## config.mk

```make
export PLATFORM = sky130hd
export DESIGN_NAME = bin_to_bcd_serial
export DESIGN_NICKNAME = d
export VERILOG_FILES = /design/src/rtl/bin_to_bcd_serial.sv
export SDC_FILE = /design/constraint.sdc
export NUM_CORES = 1
export LEC_CHECK = 0
export CORE_MARGIN = 4
export CORE_UTILIZATION = 60
export DETAILED_ROUTE_END_ITERATION = 10
export DONT_BUFFER_PORTS = 1
export PLACE_DENSITY = 0.76
export SLEW_MARGIN = 10
export SYNTH_ARGS = -nofsm -noshare
export SYNTH_HDL_FRONTEND = slang
export SYNTH_SLANG_ARGS = --single-unit
```

## constraint.sdc

```tcl
create_clock -name clk -period 1.79 [get_ports clk]
set_input_delay 0.4475 -clock clk [delete_from_list [all_inputs] [get_ports clk]]
set_output_delay 0.4475 -clock clk [all_outputs]
set_load 0.05 [all_outputs]
```

## src/rtl/bin_to_bcd_serial.sv

```systemverilog
// bin_to_bcd_serial
//   Serial binary-to-BCD converter (shift-and-add-3 / double dabble), one
//   input bit per clock. One conversion in flight; valid/ready on both sides.
//
// Ports:
//   clk       : system clock, all state on rising edge
//   reset     : synchronous, active-high reset
//   in_valid  : bin_in holds a value to convert
//   in_ready  : converter can accept a value (state IDLE)
//   bin_in    : unsigned binary operand, BIN_W bits
//   out_valid : bcd_out/overflow hold a completed result (state DONE)
//   out_ready : consumer accepts result
//   bcd_out   : packed BCD result, digit 0 (units) in bits [3:0]
//   overflow  : value >= 10^DIGITS; bcd_out then holds value mod 10^DIGITS
//   busy      : conversion in progress (state SHIFT)
module bin_to_bcd_serial #(
    parameter int unsigned BIN_W  = 8,
    parameter int unsigned DIGITS = 3
) (
    input  logic                  clk,
    input  logic                  reset,
    input  logic                  in_valid,
    output logic                  in_ready,
    input  logic [BIN_W-1:0]      bin_in,
    output logic                  out_valid,
    input  logic                  out_ready,
    output logic [4*DIGITS-1:0]   bcd_out,
    output logic                  overflow,
    output logic                  busy
);

    localparam int unsigned BCD_W = 4 * DIGITS;
    localparam int unsigned CNT_W = $clog2(BIN_W + 1);

    typedef enum logic [1:0] {
        IDLE,
        SHIFT,
        DONE
    } state_t;

    state_t             state;
    state_t             state_nx;
    logic [BIN_W-1:0]   bin_sr;
    logic [BCD_W-1:0]   acc;
    logic [BCD_W-1:0]   acc_adj;
    logic               ovf;
    logic [CNT_W-1:0]   cnt;
    logic               accept;

    always_ff @(posedge clk) begin
        if (reset) begin
            state <= IDLE;
        end else begin
            state <= state_nx;
        end
    end

    always_comb begin
        state_nx  = state;
        in_ready  = 1'b0;
        out_valid = 1'b0;
        busy      = 1'b0;
        accept    = 1'b0;
        case (state)
            IDLE: begin
                in_ready = 1'b1;
                if (in_valid) begin
                    accept   = 1'b1;
                    state_nx = SHIFT;
                end
            end
            SHIFT: begin
                busy = 1'b1;
                if (cnt == CNT_W'(1)) begin
                    state_nx = DONE;
                end
            end
            DONE: begin
                out_valid = 1'b1;
                if (out_ready) begin
                    state_nx = IDLE;
                end
            end
            default: state_nx = IDLE;
        endcase
    end

    // Carry-free per-digit correction: digits >= 5 get +3 so that the
    // following doubling wraps at 10 instead of 16.
    always_comb begin
        acc_adj = acc;
        for (int unsigned i = 0; i < DIGITS; i++) begin
            if (acc[4*i +: 4] >= 4'd5) begin
                acc_adj[4*i +: 4] = acc[4*i +: 4] + 4'd3;
            end
        end
    end

    // The bit leaving the top digit is a lost 10^DIGITS multiple; it is
    // folded into a sticky flag, leaving acc as value mod 10^DIGITS.
    always_ff @(posedge clk) begin
        if (reset) begin
            bin_sr <= '0;
            acc    <= '0;
            ovf    <= 1'b0;
            cnt    <= '0;
        end else if (accept) begin
            bin_sr <= bin_in;
            acc    <= '0;
            ovf    <= 1'b0;
            cnt    <= CNT_W'(BIN_W);
        end else if (busy) begin
            {acc, bin_sr} <= {acc_adj[BCD_W-2:0], bin_sr, 1'b0};
            ovf           <= ovf | acc_adj[BCD_W-1];
            cnt           <= cnt - CNT_W'(1);
        end
    end

    assign bcd_out  = acc;
    assign overflow = ovf;

endmodule
```

==> results.yml, run 1 <==
outcome:
  outcome: "complete, no violations"
clocking:
  clk_pin_slew_worst_paths_ps: 150
  cts-root-buf: "clkbuf_4"
  clock_latency_ps: 330
  cts_tree: "built"
  clock-sinks: 27
  htreeDepth: 1
  ctsHoldBuffers: 0
  cts_buffers: 3
  clk_path_buf_depth: 2
critical_path:
  startpoint: "state[1]$_SDFFE_PP0P_"
  cp_slowest_cell: "dfxtp_2"
  worst-path-stages: 3
  cp-end-kind: "output pin"
  reg2regPathDepth: 6
  required_ps: 1340
  path_cells: "nand2b_1 > clkinv_4 > buf_8"
  worst_setup_path_start_kind: "flip-flop"
  critPathCapture: "busy"
  critical-path-max-stage-delay_ps: 390
  critPathBufInv: 2
  cpLargestDelayFamily: "flip-flops"
  path_class: "reg2out"
  r2r-start: "bcd_out[4]$_SDFFE_PP0P_"
  reg2reg_slack_ps: 170
  cp_data_arrival_time_ps: 1240
  worst-path-max-fanout: 13
  r2r-end: "bcd_out[6]$_SDFFE_PP0P_"
place:
  port_buffers: 0
  place.gp.congestion: 0.7646
  dp_hpwl_um: 2184
  placed_cells: 200
  pre_cts_ws_ps: 144.6
sta:
  fmax_ghz: 0.5915
  setup_viol: 0
  finalCritPeriodShare_pct: 94.45
  worst_pin_slew_ps: 500.6
  rsz0062_at_grt: "false"
  final-hold-violation-count: 0
  skew_ps: 3.171
  fin_ws_ps: 99.29
  slew_violations: 0
  relSlewSlack_pct: 66.58
  hold-worst-slack_ps: 162.9
  finalCriticalPeriod_ps: 1691
power:
  power_mw: 1.303
  swShare_pct: 34.56
  pwr-share-clk_pct: 20.4
  p_comb_share_pct: 27.1
  seqPwrFrac_pct: 52.5
  peakVddDrop_v: 0.0006253
  intPower_mw: 0.8526
  p_sw_mw: 0.4503
  power_density_nw_per_um2: 837.1
  p_leak_nw: 0.5758
floorplanning:
  die_w_um: 55.96
  pin_count: 28
  core_area_sq_um: 2191
  start_util_pct: 62.99
  row_count: 17
  dieArea_sq_um: 3132
  fp.dieH_um: 55.96
routing:
  wl_met3_um: 209
  top_layer: "met4"
  ant_nets: 0
  met1_length_um: 1340
  vias: 1225
  wl_met2_um: 1413
  routed_wl_um: 3001
  wl_per_cell_um: 14.71
  first_iter_violations: 27
  dr.pass1.iters: 4
  vias_per_cell: 6.005
  drc: 0
final_layout:
  area_growth_pct: 12.78
  n_antenna_cell: 0
  final_cell_mix: "dfxtp_1, a21oi_1, buf_4"
  drive_gt1_share_pct: 22.73
  post-route-util_pct: 71.05
  final_common_cell: "dfxtp_1"
  fin_cells: 204
  final_nets: 197
synth:
  syn_nets: 180
  postSynthCellCount: 160
  yosys_warnings: 0
  synthDistinctLibCells: 34
  synth_seq_cells: 27
  postSynthAreaPerCell_sq_um: 8.625
  synth_area_sq_um: 1380
  ys_seq_area_share_pct: 39.17
global_route:
  track_usage_pct: 20.27
  grt_pass1_wl_um: 5230
  grt_max_degree: 17
  grt_antenna_before_repair: 0
  grt_pass1_vias: 1194
  gr-total-overflow: 0
hold_path:
  hold_class: "in2reg"
flow_run:
  cap_violations: 0
## worst register-to-register path, delay by kind of cell, from the launching register on
family | cells | cell delay [ps]
AO/OA/AOI/OAI | 2 | 410
flip-flops | 1 | 370
multiplexers | 1 | 350
adder cells (fa/ha/maj) | 1 | 200
AND/OR/NAND/NOR | 1 | 130
buffers and inverters | 1 | 100
## synth_stat cells
master     count  share of area (%)
nor3b_1        2                1.1
o31a_1         1               0.63
a41oi_1        3                1.9
a21oi_1       20                7.3
nor4_2         1               0.91
xor2_1         1               0.63
clkbuf_1       1               0.27
a211oi_1       7                3.8
nand2_1       13                3.5
o21ai_0        6                2.2
or3b_2         1               0.63
a2111oi_0      2                1.3
nand2b_1       6                2.7
nor2_2         1               0.45
ha_1           8                7.3
a22oi_1        7                3.8
a31oi_1        4                1.8
dfxtp_1       27                 39
buf_2          2               0.73
nor3_1         3                1.1
nand3_1        3                1.1
mux2_2         3                2.4
nor2_1        15                4.1
a2111oi_2      1                1.1
inv_1          8                2.2
nor3_2         1               0.73
xnor2_1        1               0.63
nor3b_2        1               0.91
o31ai_1        2                1.1
buf_6          1               0.82
inv_2          1               0.27
and3_1         1               0.45
buf_4          4                2.2
nor2b_1        2               0.91
## area by class of cell
cell class | count | area [sq um]
Multi-Input combinational cell | 116 | 750.7
Fill cell | 180 | 634.4
Sequential cell | 27 | 546.8
Timing Repair Buffer | 20 | 157.7
Inverter | 9 | 38.79
Tap cell | 28 | 35.03
Clock buffer | 3 | 22.52
Clock inverter | 1 | 5.005
## routing by layer
| layer | vias to the layer above | global-route usage [%] |
|---|---|---|
| li1 | 608 | - |
| met1 | 575 | 25.82 |
| met2 | 38 | 33.56 |
| met3 | 4 | 4.176 |
| met4 | 0 | 7.458 |
| met5 | - | 0 |
## flip-flops by register name, indices dropped and copies added (netlist names)
register and flops:
bcd_out 12, state 2, overflow 1, bin_sr 8, cnt 4
## worst min-delay path by stage
stage / from / end / slack (ps) / cells after the start
floorplan: bin_sr[7]$_SDFFE_PP0P_ / bcd_out[0]$_SDFFE_PP0P_ / 430 / 2
global placement: bin_sr[5]$_SDFFE_PP0P_ / bin_sr[5]$_SDFFE_PP0P_ / 440 / 2
detailed placement: bin_sr[5]$_SDFFE_PP0P_ / bin_sr[5]$_SDFFE_PP0P_ / 450 / 2
CTS: reset / bin_sr[5]$_SDFFE_PP0P_ / 150 / 1
global route: reset / bin_sr[4]$_SDFFE_PP0P_ / 130 / 1
finish: reset / bin_sr[3]$_SDFFE_PP0P_ / 160 / 1
## stage by stage
stage / instance area (sq um) / TNS, ps
after global placement: 1515 / 0
after floorplan: 1385 / -35.47
final: 1556 / 0
after global routing: 1556 / 0
after CTS: 1549 / 0
after detailed placement: 1515 / 0
## timing repair
item	4_1_cts	5_1_grt
resized for setup	2	4
buffers inserted	0	0
endpoints found under the setup margin	1	2
## logic make-up (layout without fill, tap and decap cells)
group | Yosys count | count (layout) | synth area share, %
AO/OA/AOI/OAI | 53 | 53 | 24.84
XOR/XNOR | 2 | 2 | 1.269
adder cells (fa/ha/maj) | 8 | 8 | 7.253
buffers and inverters | 17 | 33 | 6.437
flip-flops | 27 | 27 | 39.17
multiplexers | 3 | 3 | 2.448
AND/OR/NAND/NOR | 50 | 50 | 18.59
## power by group through the flow
stage	Sequential (mW)	Clock [mW]	Combinational (mW)
6_report	0.684	0.266	0.353
5_1_grt	0.690	0.306	0.392
4_1_cts	0.682	0.275	0.348
3_5_place_dp	0.695	0	0.343
3_3_place_gp	0.691	0	0.332
2_1_floorplan	0.716	0	0.250
No activity file was read; power rests on OpenSTA's default activity.
==> run 2: changes to the inputs <==
--- a/config.mk
+++ b/config.mk
@@ -6,10 +6,11 @@
 export NUM_CORES = 1
 export LEC_CHECK = 0
 export CORE_MARGIN = 4
-export CORE_UTILIZATION = 60
+export CORE_UTILIZATION = 55
 export DETAILED_ROUTE_END_ITERATION = 10
 export DONT_BUFFER_PORTS = 1
-export PLACE_DENSITY = 0.76
+export PLACE_DENSITY = 0.7
+export RECOVER_POWER = 50
 export SLEW_MARGIN = 10
 export SYNTH_ARGS = -nofsm -noshare
 export SYNTH_HDL_FRONTEND = slang
==> results.yml, run 2 (synthesized netlist as in run 1, its figures left out) <==
outcome:
  outcome: "complete, no violations"
floorplanning:
  row_count: 17
  core_area_sq_um: 2297
  start_util_pct: 60.08
  pin_count: 28
  dieArea_sq_um: 3374
  die_w_um: 58.09
  fp.dieH_um: 58.09
sta:
  finalCritPeriodShare_pct: 98.37
  slew_violations: 0
  setup_viol: 0
  final-hold-violation-count: 0
  finalCriticalPeriod_ps: 1761
  fmax_ghz: 0.5679
  relSlewSlack_pct: 58.69
  worst_pin_slew_ps: 619.6
  rsz0062_at_grt: "false"
  skew_ps: 8.496
critical_path:
  cp_data_arrival_time_ps: 2030
  cpLargestDelayFamily: "compound AO/OA/AOI/OAI gates"
  worst_setup_path_start_kind: "flip-flop"
  required_ps: 2060
  cp_slowest_cell: "a2111oi_0"
  path_cells: "inv_1 > ha_1 > nand2b_1 > a2111oi_0 > a41oi_1 > a21oi_1"
  worst-path-max-fanout: 5
  worst-path-stages: 6
  critical-path-max-stage-delay_ps: 580
  critPathBufInv: 1
  path_class: "reg2reg"
  reg2regPathDepth: 6
  cp-end-kind: "flip-flop"
place:
  placed_cells: 200
  place_area_sq_um: 1528
  place.gp.congestion: 0.7670
  dp_hpwl_um: 2191
  port_buffers: 0
routing:
  dr.pass1.iters: 4
  wl_per_cell_um: 15.00
  first_iter_violations: 33
  vias_per_cell: 5.912
  routed_wl_um: 3075
  ant_nets: 0
  vias: 1212
  drc: 0
clocking:
  cts_tree: "built"
  cts_setup_buffers: 0
  clk_path_buf_depth: 2
  htreeDepth: 1
  ctsHoldBuffers: 0
  clock_latency_ps: 320
  clk_pin_slew_worst_paths_ps: 150
  clock-sinks: 27
  cts_buffers: 3
  cts-root-buf: "clkbuf_4"
final_layout:
  drive_gt1_share_pct: 22.60
  final_nets: 198
  stdcell_area_sq_um: 1551
  area_growth_pct: 12.42
  n_antenna_cell: 0
  final_common_cell: "dfxtp_1"
  fin_cells: 205
  largest_reg_flops: 12
  final_cell_mix: "dfxtp_1, a21oi_1, nor2_1"
flow_run:
  cap_violations: 0
power:
  peakVddDrop_v: 0.0006706
  power_mw: 1.309
  power_density_nw_per_um2: 843.5
  p_leak_nw: 0.5757
hold_path:
  holdPathStages: 1
  hold_class: "in2reg"
global_route:
  grt_max_degree: 21
  grt_antenna_before_repair: 0
  track_usage_pct: 18.32
  gr-total-overflow: 0
  grt_pass1_vias: 1178
  grt_pass1_wl_um: 4919
[run 2: stage by stage]
| step | setup slack, ps | util [%] | hold slack, ps | setup TNS (ps) |
|---|---|---|---|---|
| detailed placement | 100.5 | 66.50 | 441.5 | 0 |
| finish | 29.13 | 67.54 | 160.5 | 0 |
| global placement | 270.3 | 66.50 | 436.5 | 0 |
| CTS | 46.95 | 67.81 | 154.7 | 0 |
| global route | 3.410 | 67.54 | 137.1 | 0 |
| floorplan | -35.47 | - | 431.3 | -35.47 |
[run 2: layer usage]
| metal | share of wire (%) | global-route usage (%) | wire length [um] | vias up |
|---|---|---|---|---|
| met5 | 0 | 0 | 0 | - |
| met4 | 1.4 | 8.609 | 43 | 0 |
| met3 | 5.0 | 4.009 | 153 | 6 |
| met2 | 48 | 29.19 | 1476 | 35 |
| met1 | 46 | 23.41 | 1401 | 562 |
| li1 | - | - | - | 609 |
[run 2: power by group]
group	switching [mW]	internal, mW	total, mW
clock network	0.181	0.0838	0.265
logic	0.235	0.124	0.360
registers	0.0388	0.646	0.684
[run 2: path summary, 6_finish.rpt]
kind	startpoint	end	slack (ps)
worst max-delay path	bcd_out[4]$_SDFFE_PP0P_	bcd_out[5]$_SDFFE_PP0P_	30
worst max register to register	bcd_out[4]$_SDFFE_PP0P_	bcd_out[5]$_SDFFE_PP0P_	30
worst min register to register	bin_sr[5]$_SDFFE_PP0P_	bin_sr[5]$_SDFFE_PP0P_	460
worst min-delay path	reset	bin_sr[4]$_SDFFE_PP0P_	160
[run 2: layout make-up]
cell class                 instances  area [sq um]
clock buffer                       3         22.52
clock inverter                     1         5.005
fill                             197         745.7
inverter                           9         38.79
multi-input combinational        116         750.7
sequential                        27         548.0
tap                               28         35.03
timing repair buffer              20         146.4
timing repair inverter             1         5.005
[run 2: what timing repair did]
action                     in CTS  in global routing
cloned                          0                  1
gates resized for setup         1                  5
setup endpoints to repair       1                  1
